===== src/rtl/fifo_rd_stream.sv =====
// Read-side controller for the synchronous FIFO. It issues reads, catches the
// 1-cycle-late read data in a 3-entry skid buffer and presents it as a valid/ready stream.
// Define FIFO_RD_STREAM_CNT_EN to add the rd_count accepted-transfer counter.
module fifo_rd_stream #(
  parameter int WIDTH = 32,
  parameter int CNT_W = 32
) (
  input  logic             clk,
  input  logic             rst,
  input  logic             fifo_empty,
  output logic             fifo_rd_en,
  input  logic [WIDTH-1:0] fifo_rdata,
  output logic             out_valid,
  input  logic             out_ready,
  output logic [WIDTH-1:0] out_data
`ifdef FIFO_RD_STREAM_CNT_EN
  ,
  output logic [CNT_W-1:0] rd_count
`endif
);

  logic [1:0]       occ;
  logic [1:0]       wr_ptr;
  logic [1:0]       rd_ptr;
  logic             inflight;
  logic [WIDTH-1:0] mem [3];
  logic [2:0]       committed;
  logic             pop;

  function automatic logic [1:0] next_ptr(input logic [1:0] p);
    return (p == 2'd2) ? 2'd0 : p + 2'd1;
  endfunction

  // A read is issued only when the word it returns is guaranteed a free slot.
  // Buffered plus in-flight words are counted, so out_ready never reaches fifo_rd_en.
  assign committed  = {1'b0, occ} + {2'b00, inflight};
  assign fifo_rd_en = !rst && !fifo_empty && (committed < 3'd3);

  assign out_valid = (occ != 2'd0);
  assign out_data  = mem[rd_ptr];
  assign pop       = out_valid && out_ready;

  always_ff @(posedge clk) begin
    if (rst) begin
      occ      <= 2'd0;
      inflight <= 1'b0;
      wr_ptr   <= 2'd0;
      rd_ptr   <= 2'd0;
      for (int i = 0; i < 3; i++) mem[i] <= '0;
    end else begin
      inflight <= fifo_rd_en;
      if (inflight) begin
        mem[wr_ptr] <= fifo_rdata;
        wr_ptr      <= next_ptr(wr_ptr);
      end
      if (pop) rd_ptr <= next_ptr(rd_ptr);
      case ({inflight, pop})
        2'b10:   occ <= occ + 2'd1;
        2'b01:   occ <= occ - 2'd1;
        default: occ <= occ;
      endcase
    end
  end

`ifdef FIFO_RD_STREAM_CNT_EN
  always_ff @(posedge clk) begin
    if (rst) rd_count <= '0;
    else if (pop) rd_count <= rd_count + 1'b1;
  end
`endif

endmodule


===== config.mk =====
export PLATFORM = sky130hd
export DESIGN_NAME = fifo_rd_stream
export DESIGN_NICKNAME = d
export VERILOG_FILES = /design/src/rtl/fifo_rd_stream.sv
export SDC_FILE = /design/constraint.sdc
export NUM_CORES = 1
export LEC_CHECK = 0
export ABC_AREA = 1
export CAP_MARGIN = 20
export CORE_UTILIZATION = 30
export DETAILED_ROUTE_END_ITERATION = 6
export GPL_ROUTABILITY_DRIVEN = 0
export SLEW_MARGIN = 20
export SYNTH_ARGS = -nofsm -noshare
export SYNTH_HDL_FRONTEND = slang
export SYNTH_SLANG_ARGS = --single-unit

===== constraint.sdc =====
create_clock -name clk -period 5.45 [get_ports clk]
set_input_delay 1.09 -clock clk [delete_from_list [all_inputs] [get_ports clk]]
set_output_delay 1.09 -clock clk [all_outputs]
set_load 0.02 [all_outputs]

Word-level counts from Yosys, hierarchy flattened
Memories as Yosys holds them, arrays and structs flattened. A register that Yosys moved wholly into a read port is not among the register bits.
Index checks and enable logic that the tools add are counted.
Widths: inputs -> output; s select.
- flip-flop bits (word level): 7
- memory bits (writable): 96
- bits of input ports: 36
- output and inout bits: 34
- logic and storage cells: 36
- memories kept: 1
- add/subtract/negate cells: 5
- order comparisons: 1
- equal/unequal tests: 4
- mux-type cells: 13
- reduce and logical (&&, ||, !) cells: 8
- memory list (memory ; words ; bits a word ; rd ports ; clocked after memory_dff ; write ports ; RTL line ; source):
    mem ; 3 ; 32 ; 1 ; 1 ; 3 ; 26 ; logic [WIDTH-1:0] mem [3];
- operators by type and width (kind ; number):
    $mux 32 ; 1
    $reduce_or 32->1 ; 1
    $mux 2 ; 5
    $add 2x1->2 const B ; 3
    $eq 2x2->1 const B ; 3
    $mux 1 ; 6
    $pmux 2 s2 ; 1
    $reduce_bool 2->1 ; 2
    $add 2x1->3 ; 1
    $logic_and 1x1->1 ; 3
    $lt 3x2->1 const B ; 1
    $eq 2x1->1 const B ; 1
    $logic_not 1->1 ; 2
    $sub 2x1->2 const B ; 1

Logic depth before layout (Yosys ltp)
- depth in word-level cells: 5
- depth in mapped cells: 10
- depth with buffers taken out: 10

Worst setup path after synthesis
Ideal clock, no wire load.
- path type: input -> register
- start: input port rst
- end: memory mem[3][0], enable pin
- setup time: 502 ps
- arrival time: 4290 ps
- data required time: 4948 ps
- slack: 659 ps
- stages on the path: 1
- buffers on the path: 0
- cell sequence: nor4_1
- RTL lines (what ; RTL line ; source):
    from (decl) ; 9 ; input logic rst,
    to (decl) ; 26 ;

==> flow_metrics.env <==
export IMPL_status="completed"
export IMPL_layout_min_cycle_time_ns=4.44
export IMPL_worstMarginPinSlew_ns=0.938
export IMPL_synth_seq_cells=137
export IMPL_max_freq_mhz=225
export IMPL_first_pass_iters=5
export IMPL_cts_resized=0
export IMPL_cts_setup_buffers=0
export IMPL_rsz0062_at_grt="false"
export IMPL_setup_viol=0
export IMPL_hpwl_mm=7.38
export IMPL_cp_required_ns=4.36
export IMPL_r2r_slack_ns=3.05
export IMPL_syn_cell_area_um2=5750
export IMPL_cap_violations=0
export IMPL_grt_pass1_wl_mm=20.7
export IMPL_clockBufferDepth=2
export IMPL_cts_hold_buffers_added=0
export IMPL_stdcell_area_um2=7320
export IMPL_netlist_cell_type_count=24
export IMPL_whs_path_depth=1
export IMPL_cts_root_buf="clkbuf_16"
export IMPL_core_um2=18800
export IMPL_drc_errors=0
export IMPL_start_kind="flop"
export IMPL_fin_skew_ns=0.00609
export IMPL_io_pins=70
export IMPL_antenna_found_initial=0
export IMPL_finalHoldViolCount=0
export IMPL_drive_gt1_frac=0.0845
export IMPL_area_growth_pct=27.3
export IMPL_ir_worst_vdd_mv=0.207
export IMPL_ant_nets=0
export IMPL_rows=50
export IMPL_period_share=0.815
export IMPL_clkSlewWorstSetupHoldPaths_ns=0.06
export IMPL_initial_core_util=0.307
export IMPL_multi_input_area_um2=1390
export IMPL_via_per_inst=4.83
export IMPL_r2r_end="mem[1][21]"
export IMPL_synth_area_per_cell_um2=11.5
export IMPL_slew_headroom=0.372
export IMPL_cts_sinks=137
export IMPL_path_max_fanout=65
export IMPL_crit_chain="buf_4 -> clkinv_2 -> o21ai_0 -> o22ai_1 -> clkdlybuf4s50_1"
export IMPL_hold_slack_ns=0.533
export IMPL_routed_wl_mm=13.5
export IMPL_leakagePower_nw=2.76
export IMPL_yosys_warnings=0
export IMPL_fillerInstances=1789
export IMPL_fp_dieW_um=140
export IMPL_grt_pass1_vias=3965
export IMPL_layout_area_seq_um2=4030
export IMPL_wl_per_cell_um=16.6
export IMPL_fin_tns_setup_ns=0
export IMPL_drtIter0Drc=269
export IMPL_antenna_cells=0
export IMPL_grt_remaining_overflow=0
export IMPL_end_kind="output port"
export IMPL_min_delay_start="inflight"
export IMPL_vias=3934
export IMPL_min_to="wr_ptr[1]"
export IMPL_path_class="flop to output port"
export IMPL_fin_nets=606
export IMPL_hold_path_class="flop to flop"
export IMPL_grt_usage=0.141
export IMPL_worstPathArrival_ns=3.35
export IMPL_syn_nets=541
export IMPL_clock_latency_ns=0.41
export IMPL_syn_inst=502
export IMPL_cts_made_buffers=17
export IMPL_die_h_um=140
export IMPL_dieArea_um2=19700
export IMPL_worst_r2r_startpoint="inflight"
export IMPL_numPortBuffers=69
export IMPL_tritoncts="built"
export IMPL_grt_max_degree=66
export IMPL_max_stage_delay_ns=0.88
export IMPL_power_density_nw_per_um2=423
export IMPL_rr_worst_depth=4
export IMPL_finalPower_w=0.00309
export IMPL_htreeDepth=4
export IMPL_finalMaxSlewViolations=0
export IMPL_cp_slowest_cell="clkinv_2"
export IMPL_place_area_um2=6620
export IMPL_ys_seq_area_frac=0.699
## layout by cell type (no fill, tap or decap)
master,netlist,final
nor4_2,0,1
buf_16,0,1
clkbuf_1,11,1
ha_1,3,3
inv_2,2,1
clkinvlp_4,0,3
a21boi_0,2,2
nor2_4,1,1
dfxtp_2,0,1
nand2_1,9,6
inv_1,42,42
clkbuf_16,0,17
buf_4,1,4
nor2_1,166,166
a21oi_1,1,1
clkdlybuf4s50_1,0,69
clkinv_2,0,2
nand4_1,1,1
dfxtp_1,9,8
nand2_2,0,3
edfxtp_1,128,128
o21ai_0,64,64
clkinv_1,0,2
nor3_1,1,1
nor2_2,4,4
o31ai_1,2,2
o21ai_1,3,3
nand3_4,3,3
bufinv_16,0,8
o22ai_1,32,32
## stage by stage
step	util	instances	worst slack (ns)
after floorplan	-	502	0.659
after global placement	0.351	781	1.61
after detailed placement	0.353	782	1.62
after CTS	0.390	814	1.25
after global routing	0.390	814	0.744
final	0.390	814	1.01
## routing by layer
metal | track usage | part of all wire | up-vias
met5 | 0 | 0 | -
met3 | 0.0383 | 0.050 | 16
met4 | 0.0566 | 0.015 | 0
li1 | - | - | 1865
met1 | 0.164 | 0.43 | 1943
met2 | 0.245 | 0.50 | 110
## sequential cells by signal, indices dropped and copies added (netlist names), named ones only
| name | count |
|---|---|
| wr_ptr | 2 |
| inflight | 1 |
| rd_ptr | 2 |
| mem | 128 |
| occ | 2 |
## report_power, final
group	internal, W	switching (W)	total [W]
combinational	0.000204	0.000311	0.000516
clock	0.000945	0.000422	0.00137
sequential	0.00120	0.0000149	0.00121
total	0.00235	0.000748	0.00309
## Yosys cell counts (all sizes together)
cell type  instances  area (um2)
nor3               1        5.00
nand3              3        52.6
o31ai              2        15.0
nor4               1        6.26
nor2             171         659
dfxtp              9         180
buf               14         110
inv               44         165
ha                 3        37.5
edfxtp           128        3840
o21ai             67         335
a21oi              1        5.00
a21boi             2        15.0
o22ai             32         200
nand4              1        6.26
clkbuf            14        82.6
nand2              9        33.8
## cell type report
type,instances,area share
sequential,137,0.550
multi-input combinational,293,0.189
timing repair buffer,74,0.102
clock buffer,18,0.0586
tap,234,0.0400
clock inverter,14,0.0376
inverter,44,0.0227
## critical path: cells and delay by family, from the launching register on
family / cells / cell delay [ns]
buffers and inverters: 3 / 1.97
DFF: 1 / 0.31
AOI/OAI and AO/OA: 2 / 0.61
## cells by family (layout without fill, tap and decap cells)
group,Yosys count,in the layout,share of synthesized area
AO/OA/AOI/OAI,104,104,0.0992
AND/OR/NAND/NOR,186,186,0.133
buffers and inverters,72,150,0.0622
flip-flops,137,137,0.699
adder cells (fa/ha/maj),3,3,0.00653
## worst max path at each step
stage | from | endpoint
finish | flop | out_data[12]
global route | flop | out_data[11]
CTS | flop | out_data[6]
detailed placement | rst | fifo_rd_en
global placement | rst | fifo_rd_en
floorplan | rst | mem[3][0]
Note: power is estimated with default switching activity, not from simulation.
